[src/rtl/spi_shift_engine.sv]
// SPI master shift engine: generates CS_N/SCLK for the latched mode and rate,
// shifts the low N bits of the ordered TX word out MSB-first and captures N bits of MISO.
module spi_shift_engine #(
  parameter int DATA_WIDTH = 32,
  parameter int DIV_WIDTH  = 8
) (
  input  logic                  clk,
  input  logic                  rst,
  input  logic                  SPI_START,
  input  logic [1:0]            SPI_DATA_LEN,
  input  logic [DATA_WIDTH-1:0] SPI_DATA_IN,
  input  logic                  SPI_CPOL,
  input  logic                  SPI_CPHA,
  input  logic [DIV_WIDTH-1:0]  SPI_CLK_DIV,
  input  logic                  SPI_MISO,
  output logic                  SPI_SCLK,
  output logic                  SPI_MOSI,
  output logic                  SPI_CS_N,
  output logic                  SPI_BUSY,
  output logic                  SPI_DONE,
  output logic [DATA_WIDTH-1:0] SPI_RX_DATA
);

  typedef enum logic [2:0] {S_IDLE, S_LEAD, S_SHIFT, S_TRAIL, S_DONE} state_t;

  state_t                state_q, state_d;
  logic [DIV_WIDTH-1:0]  div_q, div_d, cnt_q, cnt_d;
  logic [5:0]            len_q, len_d, bit_cnt_q, bit_cnt_d;
  logic                  cpol_q, cpol_d, cpha_q, cpha_d;
  logic [31:0]           tx_q, tx_d;
  logic [DATA_WIDTH-1:0] rx_q, rx_d, rx_data_q, rx_data_d;
  logic                  sclk_q, sclk_d, mosi_q, mosi_d;

  logic                  tick, lead_edge, sample, last, drive;
  logic [5:0]            len_in;
  logic [31:0]           tx_aligned;

  always_comb begin
    len_in = 6'd32;
    tx_aligned = SPI_DATA_IN[31:0];
    case (SPI_DATA_LEN)
      2'b00: begin len_in = 6'd24; tx_aligned = {SPI_DATA_IN[23:0], 8'h0};  end
      2'b01: begin len_in = 6'd16; tx_aligned = {SPI_DATA_IN[15:0], 16'h0}; end
      2'b10: begin len_in = 6'd8;  tx_aligned = {SPI_DATA_IN[7:0], 24'h0};  end
      default: ;
    endcase
  end

  // Leading edge = SCLK leaving its idle level; CPHA picks which edge samples.
  assign tick      = (cnt_q == div_q);
  assign lead_edge = (sclk_q == cpol_q);
  assign sample    = (lead_edge != cpha_q);
  assign last      = !lead_edge && ((bit_cnt_q + {5'd0, sample}) == len_q);
  assign drive     = cpha_q ? lead_edge : (!lead_edge && !last);

  always_comb begin
    state_d   = state_q;
    div_d     = div_q;
    cnt_d     = cnt_q;
    len_d     = len_q;
    bit_cnt_d = bit_cnt_q;
    cpol_d    = cpol_q;
    cpha_d    = cpha_q;
    tx_d      = tx_q;
    rx_d      = rx_q;
    rx_data_d = rx_data_q;
    sclk_d    = sclk_q;
    mosi_d    = mosi_q;
    case (state_q)
      S_IDLE: begin
        sclk_d = SPI_CPOL;
        if (SPI_START) begin
          state_d   = S_LEAD;
          div_d     = SPI_CLK_DIV;
          cnt_d     = '0;
          len_d     = len_in;
          bit_cnt_d = '0;
          cpol_d    = SPI_CPOL;
          cpha_d    = SPI_CPHA;
          rx_d      = '0;
          if (SPI_CPHA) begin
            tx_d = tx_aligned;
          end else begin
            // CPHA=0 needs the first bit on the wire before the first edge.
            mosi_d = tx_aligned[31];
            tx_d   = {tx_aligned[30:0], 1'b0};
          end
        end
      end
      S_LEAD, S_SHIFT: begin
        cnt_d = tick ? '0 : cnt_q + 1'b1;
        if (tick) begin
          sclk_d = ~sclk_q;
          if (sample) begin
            rx_d      = {rx_q[DATA_WIDTH-2:0], SPI_MISO};
            bit_cnt_d = bit_cnt_q + 6'd1;
          end
          if (drive) begin
            mosi_d = tx_q[31];
            tx_d   = {tx_q[30:0], 1'b0};
          end
          if (state_q == S_LEAD) state_d = S_SHIFT;
          else if (last)         state_d = S_TRAIL;
        end
      end
      S_TRAIL: begin
        cnt_d = tick ? '0 : cnt_q + 1'b1;
        if (tick) begin
          state_d   = S_DONE;
          rx_data_d = rx_q;
        end
      end
      S_DONE:  state_d = S_IDLE;
      default: state_d = S_IDLE;
    endcase
  end

  always_ff @(posedge clk or posedge rst) begin
    if (rst) begin
      state_q   <= S_IDLE;
      div_q     <= '0;
      cnt_q     <= '0;
      len_q     <= '0;
      bit_cnt_q <= '0;
      cpol_q    <= 1'b0;
      cpha_q    <= 1'b0;
      tx_q      <= '0;
      rx_q      <= '0;
      rx_data_q <= '0;
      sclk_q    <= 1'b0;
      mosi_q    <= 1'b0;
    end else begin
      state_q   <= state_d;
      div_q     <= div_d;
      cnt_q     <= cnt_d;
      len_q     <= len_d;
      bit_cnt_q <= bit_cnt_d;
      cpol_q    <= cpol_d;
      cpha_q    <= cpha_d;
      tx_q      <= tx_d;
      rx_q      <= rx_d;
      rx_data_q <= rx_data_d;
      sclk_q    <= sclk_d;
      mosi_q    <= mosi_d;
    end
  end

  assign SPI_SCLK    = sclk_q;
  assign SPI_MOSI    = mosi_q;
  assign SPI_CS_N    = !(state_q == S_LEAD || state_q == S_SHIFT || state_q == S_TRAIL);
  assign SPI_BUSY    = (state_q != S_IDLE);
  assign SPI_DONE    = (state_q == S_DONE);
  assign SPI_RX_DATA = rx_data_q;

endmodule

[config.mk]
export PLATFORM = sky130hd
export DESIGN_NAME = spi_shift_engine
export DESIGN_NICKNAME = d
export VERILOG_FILES = /design/src/rtl/spi_shift_engine.sv
export SDC_FILE = /design/constraint.sdc
export NUM_CORES = 1
export LEC_CHECK = 0
export ABC_CLOCK_PERIOD_IN_PS = 12550
export BUFFER_PORTS_ARGS = -buffer_cell sky130_fd_sc_hd__buf_2
export CAP_MARGIN = 20
export CORE_AREA = 2 2 166 152
export CTS_CLUSTER_DIAMETER = 200
export CTS_CLUSTER_SIZE = 14
export DETAILED_ROUTE_END_ITERATION = 16
export DIE_AREA = 0 0 168 154
export SYNTH_ARGS = -nofsm -noshare
export SYNTH_HDL_FRONTEND = slang
export SYNTH_SLANG_ARGS = --single-unit
[constraint.sdc]
create_clock -name clk -period 12.55 [get_ports clk]
set_input_delay 2.51 -clock clk [delete_from_list [all_inputs] [get_ports clk]]
set_output_delay 2.51 -clock clk [all_outputs]
set_load 0.005 [all_outputs]
---- Word-level counts from Yosys, hierarchy flattened ----
Index checks and enable logic that the tools add are counted.
cells by class
  muxes and demuxes ....................... 32
  add/subtract/negate cells ............... 3
  bitwise gates (word level) .............. 1
  equal/unequal tests ..................... 17
  reduce and logical (&&, ||, !) cells .... 22
operator list
  operator               number
  $mux W32               7
  $pmux W32 S2           2
  $pmux W32 S3           1
  $mux W6                3
  $pmux W6 S3            1
  $mux W8                2
  $pmux W8 S2            1
  $mux W3                5
  $ne A2 B2 Y1 const B   6
  $pmux W6 S2            1
  $reduce_and A4 Y1      3
  $pmux W3 S3            1
  $add A8 B1 Y8 const B  1
  $eq A8 B8 Y1           1
  $reduce_and A2 Y1      4
  $add A6 B1 Y6          1
  $add A6 B1 Y6 const B  1
  $eq A3 B2 Y1 const B   2
  $eq A6 B6 Y1           1
  $mux W1                6
  $reduce_and A5 Y1      1
  $pmux W1 S2            2
  $reduce_bool A2 Y1     2
  $eq A3 B1 Y1 const B   1
  15 further kinds       19
storage, ports and cells
  register bits after elaboration ......... 131
  bits of input ports ..................... 48
  output and inout port bits .............. 37

---- Depth between registers and ports, before layout ----
Gate-level depths: netlist of run 1.
  depth in word-level cells ............... 11
  mapped depth ............................ 11
  mapped depth without buffers ............ 10

---- Worst setup path before layout of run 1 ----
No wires, ideal clock.
  path type ............................... input port to flip-flop
  from .................................... input SPI_DATA_LEN[0]
  to ...................................... register tx_q[17]
  arrival time ............................ 4.023 ns
  path slack .............................. 8.402 ns
  buffers on the path ..................... 3
  stages .................................. 8
  cell sequence ........................... buf_2 -> clkbuf_1 -> buf_2 -> mux2i_1 -> o21ai_0 -> mux2i_1 -> a21oi_1 -> mux2_4
between the ends
  word-level cells in the longest chain between the ends .. 5
ends and longest elaborated chain
  what                                        line  text
  start: declaration                          10    input logic [1:0] SPI_DATA_LEN,
  $eq A2 B2 Y1, or another cell as far along  41    case (SPI_DATA_LEN)
  $pmux W32 S3 *                              41
  $mux W32 *                                  81    if (SPI_CPHA) begin
  $mux W32 *                                  72    if (SPI_START) begin
  $pmux W32 S2 *                              69    case (state_q)
  end signal: assignment                      140   tx_q <= tx_d;
  end: declaration                            30    logic [31:0] tx_q, tx_d;
Mark *: on every way between the ends. The rest lies on a longest branch, timed or not. The select of a mux whose other input is x is not followed.
A chain may end at the register's enable or synchronous reset.

---- Worst setup path after layout of run 1 ----
  from .................................... input SPI_START
  to ...................................... register bit_cnt_q[5]
between the ends
  word-level cells in the longest chain between the ends .. 2
ends and longest elaborated chain
  what                         line  text
  start: declaration           9     input logic SPI_START,
  $ne A2 B2 Y1 (no line)       -
  $reduce_and A4 Y1 (no line)  -
  end signal: assignment       137   bit_cnt_q <= bit_cnt_d;
  end: declaration             28    logic [5:0] len_q, len_d, bit_cnt_q, bit_cnt_d;
No other way between the ends.

==> flow_metrics.tcl, run 1 <==
set metrics [dict create \
    die-area_um2 25870 \
    place_hpwl_um 9613 \
    overflow 0 \
    synthTopCellsByArea "dfrtp_1 (48%), nand2_1 (12%), mux2_4 (6.5%)" \
    cts_repair_resize_count 0 \
    yosysWarnings 0 \
    rsz0062_at_grt "false" \
    wire_per_inst_um 13.53 \
    synth_top_cell_area_share 0.4807 \
    die_width_um 168 \
    critPathRequiredTime_ns 12.84 \
    dp_cells 1051 \
    setup_ws_ns 8.321 \
    synthArstFlopShare 1.000 \
    cts_hold_buf 0 \
    status "finished clean" \
    hold_viol_final 0 \
    worst_pin_slew_ns 0.9524 \
    core-area_um2 23990 \
    dr.pass1.iters 5 \
    final.setup.tns_ns 0 \
    fin_nets 814 \
    synth-seq-area-share 0.4807 \
    die_y_um 154 \
    wl_um 14640 \
    drive_above_1_share 0.2300 \
    mappedNetlistArea_um2 6664 \
    r2r_end "tx_q[18]" \
    initial_utilization 0.2778 \
    syn_inst 702 \
    ios 85 \
    num_vias 5036 \
    routabilityCongestion 0.8254 \
    ff2ff_setup_slack_ns 9.25 \
    min_from "SPI_RX_DATA[28]" \
    path_buf_inv 3 \
    drt-initial-drc-count 376 \
    cp_max_fo 71 \
    cpPeakStageDelay_ns 0.64 \
    post-place-ws_ns 7.874 \
    grtUsageTotal 0.1189 \
    cp-start-kind "input pin" \
    synth-seq-cells 128 \
    fmax_ghz 0.2365 \
    diodes 0 \
    fillCellCount 2444 \
    htreeDepth 4 \
    synthMostInstantiatedCell "nand2_1" \
    synth_nets 754 \
    final_max_slew_viol_count 0 \
    detail_route.vias_per_cell 4.654 \
    clk_pin_slew_ns 0.06 \
    final_cells 1082 \
    synth_edf_count 0 \
    maxCapViolations 0 \
    layout_min_cycle_time_ns 4.229 \
    critPathTopFamily "buffers and inverters" \
    cts_tree "built" \
    hold_class "reg -> reg" \
    synth_area_leader_cell "dfrtp_1" \
    cts_setup_buffers 0 \
    ir_drop_mv 0.1414 \
    path_cells "buf_2 -> nor2b_1 -> nand2b_1 -> inv_1 -> a31oi_4 -> buf_4 -> o21ai_0 -> o41ai_1" \
    p_per_area_nw_per_um2 203.3 \
    register_area_um2 3203 \
    cpMaxStageDelayCell "nand2b_1" \
    synthTopCellsByCount "nand2_1 (209), dfrtp_1 (128), o21ai_0 (65)" \
    cts_sinks 128 \
    leakagePower_nw 3.730 \
    setup_viol 0 \
    slew_headroom 0.3651 \
    worst-endpoint-arrival_ns 4.52 \
    multi_input_area_um2 3251 \
    min_period_over_period 0.3369 \
    clk_latency_ns 0.42 \
    avgSynthCellArea_um2 9.493 \
    clk_path_buf_depth 2 \
    grt_pass1_wl_um 24830 \
    cts_buffers 17 \
    hold_path_depth 2 \
    reg2regPathDepth 10 \
    route.detailed.drc 0 \
    numPortBuffers 84 \
    fin_worst_skew_ns 0.01616 \
    first_global_vias 4825 \
    r2r_start "SPI_SCLK" \
    end_kind "register" \
    synth_cell_types 43 \
    antenna_left 0 \
    rows 54 \
    antenna_found_initial 0 \
    whs_endpoint "SPI_RX_DATA[28]" \
    synthToLayoutAreaGrowth_pct 18.40 \
    grt_max_degree 72 \
    worstSetupPathType "in -> reg" \
    synth_ff_type "dfrtp_1" \
    cts-root-buf "clkbuf_16" \
]
-- area by class of cell --
type	instances	share of cell area
Clock buffer	20	0.05661
Clock inverter	11	0.01396
Inverter	7	0.003647
Multi-Input combinational cell	518	0.4120
Sequential cell	128	0.4060
Tap cell	308	0.04884
Timing Repair Buffer	90	0.05899
-- routing by layer --
layer  up-vias  track usage  part of all wire
li1       2511            -                 -
met4         0      0.04513             0.012
met3        16      0.02703             0.046
met5         -            0                 0
met2       128       0.1741              0.44
met1      2381       0.1701              0.50
-- tightest hold or removal path: stages, from the launching register on --
cell	delay [ns]
dfrtp_1	0.34
nand2_1	0.05
nand2_1	0.04
-- metrics by stage --
step	hold WS [ns]	total power, mW	cell area, µm²	util
finish	0.4574	1.604	7890	0.3290
global placement	0.4446	1.140	7333	0.3057
detailed placement	0.4504	1.147	7333	0.3057
floorplan	0.4456	1.035	6664	-
global route	0.4840	1.717	7890	0.3290
CTS	0.4649	1.629	7890	0.3290
-- sequential cells by signal, indices dropped and copies added (netlist names) --
register,flops
SPI_RX_DATA,32
rx_q,32
tx_q,32
cnt_q,8
div_q,8
bit_cnt_q,6
len_q,3
state_q,3
SPI_MOSI,1
SPI_SCLK,1
cpha_q,1
cpol_q,1
-- cells in the final DEF (no fill, tap or decap), types with 12 or more instances in the layout --
master	n
nand2_1	209
dfrtp_1	128
buf_2	84
o21ai_0	65
nor2_1	37
mux2i_1	33
mux2_4	29
a21oi_1	17
clkbuf_16	17
nand3_1	16
xnor2_1	14
mux2_2	12
o31ai_1	12
-- how the worst max path moves through the flow --
| stage | from | endpoint | depth (start not counted) |
|---|---|---|---|
| detailed placement | SPI_START | bit_cnt_q[5] | 8 |
| finish | SPI_START | bit_cnt_q[5] | 8 |
| floorplan | rst | SPI_MOSI | 1 |
| global route | SPI_START | bit_cnt_q[5] | 8 |
| global placement | SPI_START | bit_cnt_q[5] | 8 |
| CTS | SPI_START | bit_cnt_q[5] | 8 |
-- report_power, final --
group          internal, mW  switching (mW)  total [mW]  leakage [nW]
Combinational         0.260           0.316       0.576          1.77
Clock                 0.278           0.190       0.468         0.263
Sequential            0.497          0.0623       0.559          1.70
Total                  1.04           0.569        1.60          3.73
-- cell families (layout without fill, tap and decap cells) --
| group | after synthesis | in the layout | share of synthesized area |
|---|---|---|---|
| multiplexers | 82 | 82 | 0.1622 |
| flip-flops | 128 | 128 | 0.4807 |
| AO/OA/AOI/OAI | 118 | 118 | 0.1070 |
| adder cells (fa/ha/maj) | 4 | 4 | 0.007511 |
| buffers and inverters | 56 | 128 | 0.03586 |
| AND/OR/NAND/NOR | 295 | 295 | 0.1818 |
| XOR/XNOR | 19 | 19 | 0.02497 |
No activity file was read; power rests on OpenSTA's default activity.
==> run 2, diff against run 1 <==
--- a/config.mk
+++ b/config.mk
@@ -5,7 +5,7 @@
 export SDC_FILE = /design/constraint.sdc
 export NUM_CORES = 1
 export LEC_CHECK = 0
-export ABC_CLOCK_PERIOD_IN_PS = 12550
+export ABC_CLOCK_PERIOD_IN_PS = 3930
 export BUFFER_PORTS_ARGS = -buffer_cell sky130_fd_sc_hd__buf_2
 export CAP_MARGIN = 20
 export CORE_AREA = 2 2 166 152
==> constraint.sdc (replaced) <==
create_clock -name clk -period 3.93 [get_ports clk]
set_input_delay 0.786 -clock clk [delete_from_list [all_inputs] [get_ports clk]]
set_output_delay 0.786 -clock clk [all_outputs]
set_load 0.005 [all_outputs]
==> flow_metrics.tcl, run 2 (synthesis gave the netlist of run 1 again) <==
set metrics [dict create \
    route.detailed.drc 0 \
    cp-start-kind "register" \
    clk_path_buf_depth 2 \
    synthToLayoutAreaGrowth_pct 20.24 \
    power_mw 5.346 \
    fin_worst_skew_ns 0.007197 \
    power.share.clock 0.315 \
    rsz0062_at_grt "false" \
    routabilityCongestion 0.7405 \
    clk_latency_ns 0.41 \
    maxCapViolations 0 \
    setup_ws_ns 0.4055 \
    die_y_um 154 \
    ir_drop_mv 0.3540 \
    antenna_left 0 \
    worst-endpoint-arrival_ns 3.82 \
    grt_max_degree 72 \
    seq_power_share 0.335 \
    setup_viol 0 \
    cts_buffers 17 \
    worst_pin_slew_ns 0.8431 \
    place_hpwl_um 9913 \
    met2RoutedLength_um 6402 \
    cp_max_fo 16 \
    cts_tree "built" \
    num_vias 5002 \
    layout_commonest_cell "nand2_1" \
    final.setup.tns_ns 0 \
    antenna_found_initial 0 \
    drive_above_1_share 0.2372 \
    clk_pin_slew_ns 0.06 \
    wl_met1_um 7681 \
    initial_utilization 0.2778 \
    grt_pass1_wl_um 25390 \
    min_period_over_period 0.8968 \
    p_sw_frac 0.3433 \
    cts_sinks 128 \
    p_switching_mw 1.836 \
    wire_per_inst_um 13.53 \
    dp_cells 1056 \
    dr.max_layer_used "met4" \
    worstSetupPathType "reg -> reg" \
    final_max_slew_viol_count 0 \
    drt-initial-drc-count 378 \
    post-place-ws_ns 0.4494 \
    leakagePower_nw 3.796 \
    ios 85 \
    first_global_vias 4854 \
    core-area_um2 23990 \
    dpl_cell_area_um2 7385 \
    p_per_area_nw_per_um2 667.2 \
    wl_met3_um 500 \
    cts_hold_buf 0 \
    final_area_um2 8013 \
    numPortBuffers 84 \
    cts_repair_resize_count 0 \
    rows 54 \
    htreeDepth 4 \
    end_kind "register" \
    slew_headroom 0.4379 \
    layout_min_cycle_time_ns 3.525 \
    intPower_mw 3.511 \
    status "finished clean" \
    overflow 0 \
    diodes 0 \
    dr.pass1.iters 4 \
    fmax_ghz 0.2837 \
    critPathRequiredTime_ns 4.23 \
    most-common-layout-cells "nand2_1 (209), dfrtp_1 (128), buf_2 (84)" \
    die_width_um 168 \
    wl_um 14730 \
    pwr-share-comb 0.350 \
    grtUsageTotal 0.1211 \
    fin_nets 819 \
    cts-root-buf "clkbuf_16" \
    cts_setup_buffers 0 \
    final_cells 1088 \
    die-area_um2 25870 \
    hold_viol_final 0 \
    hold_class "reg -> reg" \
    detail_route.vias_per_cell 4.597 \
    fillCellCount 2448 \
]
run 2: cell count changes in the layout (fill, tap and decap cells not counted), sizes merged:
cell	change
clkinv	-1
buf	+5
clkbuf	-1
bufinv	+3
run 2: worst paths after layout:
path / to / from / cells past startpoint / slack, ns
min in group asynchronous: SPI_RX_DATA[0] / rst / 2 / 0.47
worst max register to register: tx_q[31] / SPI_SCLK / 10 / 0.41
worst min-delay path: SPI_RX_DATA[21] / SPI_RX_DATA[21] / 2 / 0.46
worst max-delay path: tx_q[31] / SPI_SCLK / 10 / 0.41
worst min register to register: SPI_RX_DATA[21] / SPI_RX_DATA[21] / 2 / 0.46
max in group asynchronous: SPI_RX_DATA[23] / rst / 3 / 2.43
run 2: power by group through the flow:
stage          sequential, mW  combinational, mW  clock (mW)
2_1_floorplan            1.74               1.57           0
3_3_place_gp             1.81               1.85           0
3_5_place_dp             1.81               1.88           0
4_1_cts                  1.79               1.89        1.73
5_1_grt                  1.83               2.08        1.78
6_report                 1.79               1.87        1.68
run 2: critical path: stages, from the launching register on:
cell and delay (ns):
dfrtp_1 0.40, xor2_1 0.17, xnor2_1 0.43, ha_1 0.27
ha_1 0.19, o21ai_0 0.07, o21ai_0 0.40, o41ai_4 0.17
o21ai_4 0.59, buf_4 0.34, mux2_2 0.37
run 2: cell type report:
cell class,count,area [µm²],area share
flip-flops and latches,128,3203,0.3998
well taps,308,385.4,0.04810
multi-input cells,518,3251,0.4057
inverters,7,30.03,0.003748
clock inverters,13,185.2,0.02311
clock buffers,19,442.9,0.05528
repair buffers,95,515.5,0.06433
run 2: stage by stage:
stage / util / hold slack [ns]
floorplan: - / 0.4456
global placement: 0.3079 / 0.4450
detailed placement: 0.3079 / 0.4504
CTS: 0.3341 / 0.4640
global route: 0.3341 / 0.4829
finish: 0.3341 / 0.4555
run 2: layer usage:
layer,up-vias,track usage
met4,0,0.03727
met2,88,0.1781
met5,-,0
li1,2514,-
met1,2387,0.1763
met3,13,0.02703
